File: config.mk
export PLATFORM = sky130hd
export DESIGN_NAME = uart_rx_flag
export DESIGN_NICKNAME = d
export VERILOG_FILES = /design/src/rtl/uart_rx_flag.sv
export SDC_FILE = /design/constraint.sdc
export NUM_CORES = 1
export LEC_CHECK = 0
export CORE_ASPECT_RATIO = 0.6
export CORE_MARGIN = 2
export CORE_UTILIZATION = 46
export DETAILED_ROUTE_END_ITERATION = 10
export GPL_ROUTABILITY_DRIVEN = 0
export PLACE_DENSITY = 0.66
export SLEW_MARGIN = 20
export SYNTH_ARGS = -nofsm -noshare
export SYNTH_HDL_FRONTEND = slang
export SYNTH_SLANG_ARGS = --single-unit
export TNS_END_PERCENT = 100
File: constraint.sdc
create_clock -name clk -period 2.7 [get_ports clk]
set_clock_uncertainty 0.2 [all_clocks]
set_input_delay 0.405 -clock clk [delete_from_list [all_inputs] [get_ports clk]]
set_output_delay 0.405 -clock clk [all_outputs]
set_load 0.005 [all_outputs]
File: src/rtl/uart_rx_flag.sv
// rtl/uart_rx_flag.sv - 8N1 UART receiver with ready/EOT flags and sticky error flags.
// Optional even-parity bit (8E1) and parity_err port enabled by defining UART_RX_PARITY_EN.
module uart_rx_flag #(
    parameter int CLKS_PER_BIT = 868
) (
    input  logic       clk,
    input  logic       rst,
    input  logic       rx,
    input  logic       clear_rx_flag,
    output logic [7:0] data_out,
    output logic       ready_out,
    output logic       eot_out,
    output logic       frame_err,
    output logic       overrun_err
`ifdef UART_RX_PARITY_EN
    ,
    output logic       parity_err
`endif
);

    localparam int CW = $clog2(CLKS_PER_BIT);
    localparam logic [CW-1:0] HALF_LAST = CW'(CLKS_PER_BIT / 2 - 1);
    localparam logic [CW-1:0] BIT_LAST  = CW'(CLKS_PER_BIT - 1);

`ifdef UART_RX_PARITY_EN
    typedef enum logic [2:0] {IDLE, START, DATA, PARITY, STOP} state_t;
`else
    typedef enum logic [1:0] {IDLE, START, DATA, STOP} state_t;
`endif

    state_t        state, state_next;
    logic          rx_meta, rx_sync;
    logic [CW-1:0] cnt;
    logic [2:0]    bit_cnt;
    logic [7:0]    shift;
    logic          half_done, bit_done;
    logic          cnt_clr, shift_en, stop_done, accept, frame_set;
    logic          byte_ok;

    assign half_done = (cnt == HALF_LAST);
    assign bit_done  = (cnt == BIT_LAST);

    always_ff @(posedge clk or negedge rst) begin
        if (!rst) begin
            rx_meta <= 1'b1;
            rx_sync <= 1'b1;
        end else begin
            rx_meta <= rx;
            rx_sync <= rx_meta;
        end
    end

    always_ff @(posedge clk or negedge rst) begin
        if (!rst) state <= IDLE;
        else      state <= state_next;
    end

    always_comb begin
        state_next = state;
        case (state)
            IDLE:  if (!rx_sync) state_next = START;
            START: if (half_done) state_next = rx_sync ? IDLE : DATA;
`ifdef UART_RX_PARITY_EN
            DATA:   if (bit_done && bit_cnt == 3'd7) state_next = PARITY;
            PARITY: if (bit_done) state_next = STOP;
`else
            DATA:  if (bit_done && bit_cnt == 3'd7) state_next = STOP;
`endif
            STOP:  if (bit_done) state_next = IDLE;
            default: state_next = IDLE;
        endcase
    end

`ifdef UART_RX_PARITY_EN
    logic par_sample, par_bad;
`endif

    always_comb begin
        cnt_clr   = 1'b0;
        shift_en  = 1'b0;
        stop_done = 1'b0;
`ifdef UART_RX_PARITY_EN
        par_sample = 1'b0;
`endif
        case (state)
            IDLE:  cnt_clr = 1'b1;
            START: cnt_clr = half_done;
            DATA: begin
                cnt_clr  = bit_done;
                shift_en = bit_done;
            end
`ifdef UART_RX_PARITY_EN
            PARITY: begin
                cnt_clr    = bit_done;
                par_sample = bit_done;
            end
`endif
            STOP: begin
                cnt_clr   = bit_done;
                stop_done = bit_done;
            end
            default: cnt_clr = 1'b1;
        endcase
`ifdef UART_RX_PARITY_EN
        byte_ok = !par_bad;
`else
        byte_ok = 1'b1;
`endif
        accept    = stop_done && rx_sync && byte_ok;
        frame_set = stop_done && !rx_sync;
    end

    always_ff @(posedge clk or negedge rst) begin
        if (!rst) begin
            cnt     <= '0;
            bit_cnt <= 3'd0;
            shift   <= 8'h00;
        end else begin
            cnt <= cnt_clr ? '0 : cnt + CW'(1);
            if (state == IDLE || state == START) bit_cnt <= 3'd0;
            else if (shift_en)                   bit_cnt <= bit_cnt + 3'd1;
            if (shift_en) shift <= {rx_sync, shift[7:1]};
        end
    end

`ifdef UART_RX_PARITY_EN
    // Even parity: data bits plus parity bit must XOR to zero.
    always_ff @(posedge clk or negedge rst) begin
        if (!rst) begin
            par_bad    <= 1'b0;
            parity_err <= 1'b0;
        end else begin
            if (state == IDLE) par_bad <= 1'b0;
            else if (par_sample) par_bad <= (^shift) ^ rx_sync;
            if (par_sample && ((^shift) ^ rx_sync)) parity_err <= 1'b1;
        end
    end
`endif

    // Accept has priority over a coincident clear so a fresh byte is never lost.
    always_ff @(posedge clk or negedge rst) begin
        if (!rst) begin
            data_out    <= 8'h00;
            ready_out   <= 1'b0;
            eot_out     <= 1'b0;
            frame_err   <= 1'b0;
            overrun_err <= 1'b0;
        end else begin
            if (accept) begin
                data_out  <= shift;
                ready_out <= 1'b1;
                eot_out   <= (shift == 8'h04);
                if (ready_out) overrun_err <= 1'b1;
            end else if (clear_rx_flag) begin
                ready_out <= 1'b0;
                eot_out   <= 1'b0;
            end
            if (frame_set) frame_err <= 1'b1;
        end
    end

endmodule

* Word-level counts from Yosys, hierarchy flattened
Cells that the tools add are included.
** Storage, ports and cells
- Logic and storage cells :: 50
- ROM bits :: 0
- Memories :: 0
- Bits in writable memories :: 0
- Latch bits :: 0
- Flip-flop bits (word level) :: 37
** Operators by class
- Bitwise logic cells :: 0
- Reduce and logical (&&, ||, !) cells :: 11
- Magnitude comparators :: 0
- $add $sub $neg :: 2
- Div/mod/pow operators :: 0
- Shift-type cells :: 0
- $mul :: 0
- Multiplexer cells :: 15
- Eq/ne operators :: 11
** Operators by type and width (number)
- $add A10 B1 Y10 const B :: 1
- $eq A10 B10 Y1 const B :: 1
- $eq A10 B9 Y1 const B :: 1
- $mux W10 :: 1
- $mux W2 :: 5
- $eq A8 B3 Y1 const B :: 1
- $ne A2 B2 Y1 const B :: 4
- $pmux W2 S4 :: 1
- $mux W3 :: 2
- $mux W1 :: 5
- $eq A2 B2 Y1 const B :: 2
- $reduce_and A4 Y1 :: 1
- $reduce_bool A2 Y1 :: 2
- $add A3 B1 Y3 const B :: 1
- $eq A3 B3 Y1 const B :: 1
- $logic_and A1 B1 Y1 :: 3
- $pmux W1 S3 :: 1
- $eq A2 B1 Y1 const B :: 1
- $logic_not A2 Y1 :: 1
- $reduce_and A2 Y1 :: 1
- $reduce_or A2 Y1 :: 1
- $logic_not A1 Y1 :: 1
- $logic_or A1 B1 Y1 :: 1

* Logic depth before layout (Yosys ltp)
- Depth after elaboration :: 4
- Gate-level depth with buffers :: 6
- Depth with buffers taken out :: 5

* Worst setup path after synthesis
No wires, ideal clock.
- Path type :: flip-flop to flip-flop
- Start :: register cnt[3]
- End :: register data_out[1]
- Arrival :: 1.721 ns
- Buffers on the path :: 2
- Data required time :: 2.375 ns
- Path slack :: 0.654 ns
- Stages on the path, launching flop included :: 6
- Period minus slack after synthesis :: 2.046 ns
- Path through :: dfrtp_1 > or3b_1 > buf_6 > nor4_4 > buf_6 > mux2_2
** On the way
- Longest elaborated chain between the ends :: 3
** Ends and longest elaborated chain
- from (decl) :: line 33 : logic [CW-1:0] cnt;
- from (signal assigned) :: line 119 : cnt <= cnt_clr ? '0 : cnt + CW'(1);
- $eq A10 B10 Y1 :: line 41 : assign bit_done = (cnt == BIT_LAST);
- $mux W1 :: line 85 : case (state)
- $logic_and A1 B1 Y1 :: line 109 : accept = stop_done && rx_sync && byte_ok;
- to (signal assigned) :: line 150 : data_out <= shift;
- to (decl) :: line 10 : output logic [7:0] data_out,
No other way between the ends.
A chain may end at the register's enable or synchronous reset.

* Worst setup path after layout
- Start :: register cnt[0]
- End :: register data_out[0]
Same word-level chain as after synthesis.

==> results summary <==
The initial utilization of the core area, before any placement, comes to 0.475. The final period demand of the worst path is around 2.2 ns. The worst path required time came out at 2.68 ns. The worst-case hold path end point is rx_sync.

Summing every instance area after synthesis gives approximately 1700 sq um. The relative area change from synthesis to final layout came out at 17.2%. The top fanout value on the critical path is 11. The flow ran to the end, and the final reports show no timing, DRC or antenna violations.

Setup total negative slack on the finished layout was measured at 0 ns. Of the total power, the share spent switching nets is 0.221. The number of fill cells is 298. The number of sinks on the clock net came out at 37. The worst hold path begins at rx_meta.

STA puts the critical path data arrival time at 2.18 ns. The clock input transition at the sequential cells of the worst setup and hold paths is roughly 0.080 ns. The number of post-CTS setup repair buffers is 0.

The maximum level of the CTS H-tree is 2. The average cell area after synthesis is between 10 and 15 sq um. The number of antenna violations at the first check in global routing is 0.

The fraction of the cycle the final worst path needs came out at 0.815. The power per unit of standard cell area came out at 470 nW/um^2. The clock insertion delay at the later pin of the skew report came out at 0.29 ns.

The number of buffers added by the clock tree synthesis step came out at 5. The layout net count is 168. The average wire per standard cell is between 15 and 20 microns.

The worst setup path is of the flop to flop kind. The number of diodes added for antenna fixing came out at 0. Measured along the x axis, the die boundary spans 83.1 microns. The net count after synthesis came out at 145. The routed wire length came out at approximately 3.2 mm. The detailed placement HPWL is around 2.3 mm. The slack of the worst reg-to-reg path came out at 0.50 ns. At the pin with the least slew margin, the transition time is 0.470 ns. The number of gates resized after cts came out at 0. The final core utilization came out at 0.557. The tightest min-delay check is of the flop to flop type. The achievable frequency is 0.454 GHz. After the first detailed-routing iteration, the DRC count stood at 65. In the routed design, unresolved DRC markers number 0. The sequential fraction of the synthesis area is 0.538.

The worst setup path is captured at a flop. The count of vias placed by the detailed router is 1156. In this run the deepest clock path goes through 2 buffers. The cell depth of the worst hold path is 0.

The hold buffer count at cts is 0. The CTS root buffer is sky130_fd_sc_hd__clkbuf_8. The combinational fraction of design power is 0.017. The global-route wire length before repair came out at approximately 5.6 mm.

Using the TritonRoute via totals, the vias-per-cell ratio works out to 5.56. The global route total overflow is 0. The endpoint of the most critical register-to-register path is data_out[0].

The leakage power of the design is about 0.00094 uW. Setup repair after global routing left no endpoint under its margin. In this run the critical register-to-register path is launched from cnt[0]. In this run the remaining antenna-violating nets after routing total 0. The net load switching power came out at ~210 uW.

STA classifies the critical path startpoint as a flop. The overall routing resource usage came out at 0.172. The share of total power dissipated in sequential elements is 0.586. The core outline area came out at 3640 sq um. The count of pins over their slew limit was 0. The tool flagged a number of max-cap violations equal to 0.

The via count of the first global-routing pass came out at 1143. The first detailed-routing pass ran for 4 iterations. Cell internal power was estimated by the tool at about 740 uW. The final-report hold violation count is 0. The relative slew slack came out at 0.687. Synthesis produced a netlist whose cell count is ~140. The part of the total power dissipated in the clock network came out at 0.396. IR analysis of the VDD net gives a maximum drop of 0.000257 V. The count of cell types in the netlist is 38. The area of the die came out at 4280 sq um. The pin count of the biggest net entering global routing is 38. The number of endpoints failing setup at the final stage is 0. The floorplan step set the die height to 51.5 microns.

The worst reg2reg path depth is 5. In the final layout, the share of cells above drive strength 1 is 0.236. After floorplanning, the core was divided into 17 placement rows. The flip-flop and latch count after synthesis came out at 37. The Yosys warning count is 0. The number of I/O port buffers came out at 15. The number of top-level design ports came out at 16.

TritonCTS built the clock tree.
-- worst max-delay path: stages, from the launching register on --
cell and delay (ns):
sky130_fd_sc_hd__dfrtp_1 0.43, sky130_fd_sc_hd__ha_1 0.25, sky130_fd_sc_hd__nand4bb_1 0.32, sky130_fd_sc_hd__nor4_4 0.30, sky130_fd_sc_hd__buf_4 0.23, sky130_fd_sc_hd__mux2_2 0.35
-- power by group through the flow --
| stage | Sequential, uW | Combinational (uW) | Clock (uW) |
|---|---|---|---|
| 4_1_cts | 557 | 17.6 | 386 |
| 3_3_place_gp | 568 | 17.3 | 0 |
| 5_1_grt | 558 | 20.0 | 410 |
| 2_1_floorplan | 568 | 0.973 | 0 |
| 3_5_place_dp | 568 | 17.7 | 0 |
| 6_report | 558 | 16.6 | 377 |
-- cell type report --
type / count / area, sq um / area share
multi-input cells: 92 / 752 / 0.371
flip-flops and latches: 37 / 928 / 0.459
clock buffers: 6 / 72.6 / 0.0358
inverters: 4 / 15.0 / 0.00742
well taps: 47 / 58.8 / 0.0290
repair buffers: 20 / 188 / 0.0927
clock inverters: 2 / 10.0 / 0.00494
-- cell families after synthesis --
family                     after synthesis  synth area share
xor gates and xnor gates                 3            0.0152
buffers and inverters                    8            0.0268
adders and majority gates                4            0.0290
muxes                                   20             0.128
and+or+nand+nor                         42             0.167
DFF                                     37             0.538
AOI/OAI and AO/OA                       23            0.0971
-- how the worst max path moves through the flow --
| stage | slack (ns) | start | endpoint |
|---|---|---|---|
| after detailed placement | 0.49 | cnt[0] | data_out[0] |
| after CTS | 0.50 | cnt[3] | data_out[0] |
| after global placement | 0.55 | cnt[3] | data_out[1] |
| final | 0.50 | cnt[0] | data_out[0] |
| after floorplan | 0.65 | cnt[3] | data_out[1] |
| after global routing | 0.37 | cnt[0] | data_out[6] |
-- flip-flops by register name, indices dropped and copies added, names as in the netlist, 3 cells and up, named ones only --
register / cells
bit_cnt: 3
cnt: 10
data_out: 8
shift: 8
-- metal layers --
metal	vias up	global-route usage	part of all wire
met5	-	0	0
li1	557	-	-
met3	4	0.0549	0.050
met2	30	0.234	0.41
met1	565	0.257	0.53
met4	0	0.0574	0.012
-- cells in the final DEF, fill, tap and decap left out, types with 2 or more instances in the layout --
master	Yosys	final
sky130_fd_sc_hd__xnor2_1	2	2
sky130_fd_sc_hd__nor3_1	2	2
sky130_fd_sc_hd__buf_4	0	5
sky130_fd_sc_hd__o31ai_1	4	4
sky130_fd_sc_hd__a21oi_1	5	5
sky130_fd_sc_hd__clkinv_2	0	2
sky130_fd_sc_hd__a22oi_1	5	5
sky130_fd_sc_hd__mux2_2	16	16
sky130_fd_sc_hd__or3_1	3	3
sky130_fd_sc_hd__nand2_1	10	10
sky130_fd_sc_hd__dfrtp_1	35	35
sky130_fd_sc_hd__o21ai_0	2	2
sky130_fd_sc_hd__ha_1	4	4
sky130_fd_sc_hd__mux2i_1	4	4
sky130_fd_sc_hd__nor4_4	2	2
sky130_fd_sc_hd__nand3_1	3	3
sky130_fd_sc_hd__nor2b_1	3	3
sky130_fd_sc_hd__a21o_2	2	2
sky130_fd_sc_hd__dfstp_2	2	2
sky130_fd_sc_hd__nand2b_1	2	2
sky130_fd_sc_hd__inv_1	4	4
sky130_fd_sc_hd__nand4_1	5	5
sky130_fd_sc_hd__a31o_2	2	2
sky130_fd_sc_hd__or4_1	3	3
sky130_fd_sc_hd__clkdlybuf4s50_1	0	15
sky130_fd_sc_hd__clkbuf_8	0	5
-- through the flow --
stage	hold WS [ns]	area [sq um]	worst slack, ns	total power (uW)	cells
3_5_place_dp	0.151	1940	0.494	586	200
6_report	0.166	2020	0.499	951	208
3_3_place_gp	0.147	1940	0.552	585	200
5_1_grt	0.182	2020	0.370	987	208
4_1_cts	0.166	2020	0.502	961	208
2_1_floorplan	-0.0906	1730	0.654	569	137
-- Yosys cell counts --
master | n | share of area
sky130_fd_sc_hd__xnor2_1 | 2 | 0.010
sky130_fd_sc_hd__mux2_2 | 16 | 0.10
sky130_fd_sc_hd__o311ai_0 | 1 | 0.0051
sky130_fd_sc_hd__a21oi_1 | 5 | 0.014
sky130_fd_sc_hd__nand3_1 | 3 | 0.0087
sky130_fd_sc_hd__a31o_2 | 2 | 0.010
sky130_fd_sc_hd__nor2b_1 | 3 | 0.011
sky130_fd_sc_hd__and3b_1 | 1 | 0.0051
sky130_fd_sc_hd__nand2b_1 | 2 | 0.0072
sky130_fd_sc_hd__nor3_1 | 2 | 0.0058
sky130_fd_sc_hd__o31ai_1 | 4 | 0.017
sky130_fd_sc_hd__a21o_2 | 2 | 0.010
sky130_fd_sc_hd__or3b_1 | 1 | 0.0051
sky130_fd_sc_hd__mux2i_1 | 4 | 0.023
sky130_fd_sc_hd__dfstp_2 | 2 | 0.030
sky130_fd_sc_hd__a41oi_1 | 1 | 0.0051
sky130_fd_sc_hd__a22oi_1 | 5 | 0.022
sky130_fd_sc_hd__and4bb_2 | 1 | 0.0072
sky130_fd_sc_hd__dfrtp_1 | 35 | 0.51
sky130_fd_sc_hd__clkbuf_1 | 1 | 0.0022
sky130_fd_sc_hd__inv_1 | 4 | 0.0087
sky130_fd_sc_hd__buf_6 | 2 | 0.013
sky130_fd_sc_hd__xor2_1 | 1 | 0.0051
sky130_fd_sc_hd__o31ai_2 | 1 | 0.0072
sky130_fd_sc_hd__or4_1 | 3 | 0.013
sky130_fd_sc_hd__nand4bb_1 | 1 | 0.0065
sky130_fd_sc_hd__nand4_1 | 5 | 0.018
sky130_fd_sc_hd__and2_1 | 1 | 0.0036
sky130_fd_sc_hd__nor4b_1 | 1 | 0.0051
sky130_fd_sc_hd__nor4_1 | 1 | 0.0036
sky130_fd_sc_hd__nor3b_1 | 1 | 0.0043
sky130_fd_sc_hd__buf_2 | 1 | 0.0029
sky130_fd_sc_hd__o21ai_0 | 2 | 0.0058
sky130_fd_sc_hd__ha_1 | 4 | 0.029
sky130_fd_sc_hd__nand4b_1 | 1 | 0.0051
sky130_fd_sc_hd__nand2_1 | 10 | 0.022
sky130_fd_sc_hd__or3_1 | 3 | 0.011
sky130_fd_sc_hd__nor4_4 | 2 | 0.025
No activity file was read; power rests on OpenSTA's default activity.
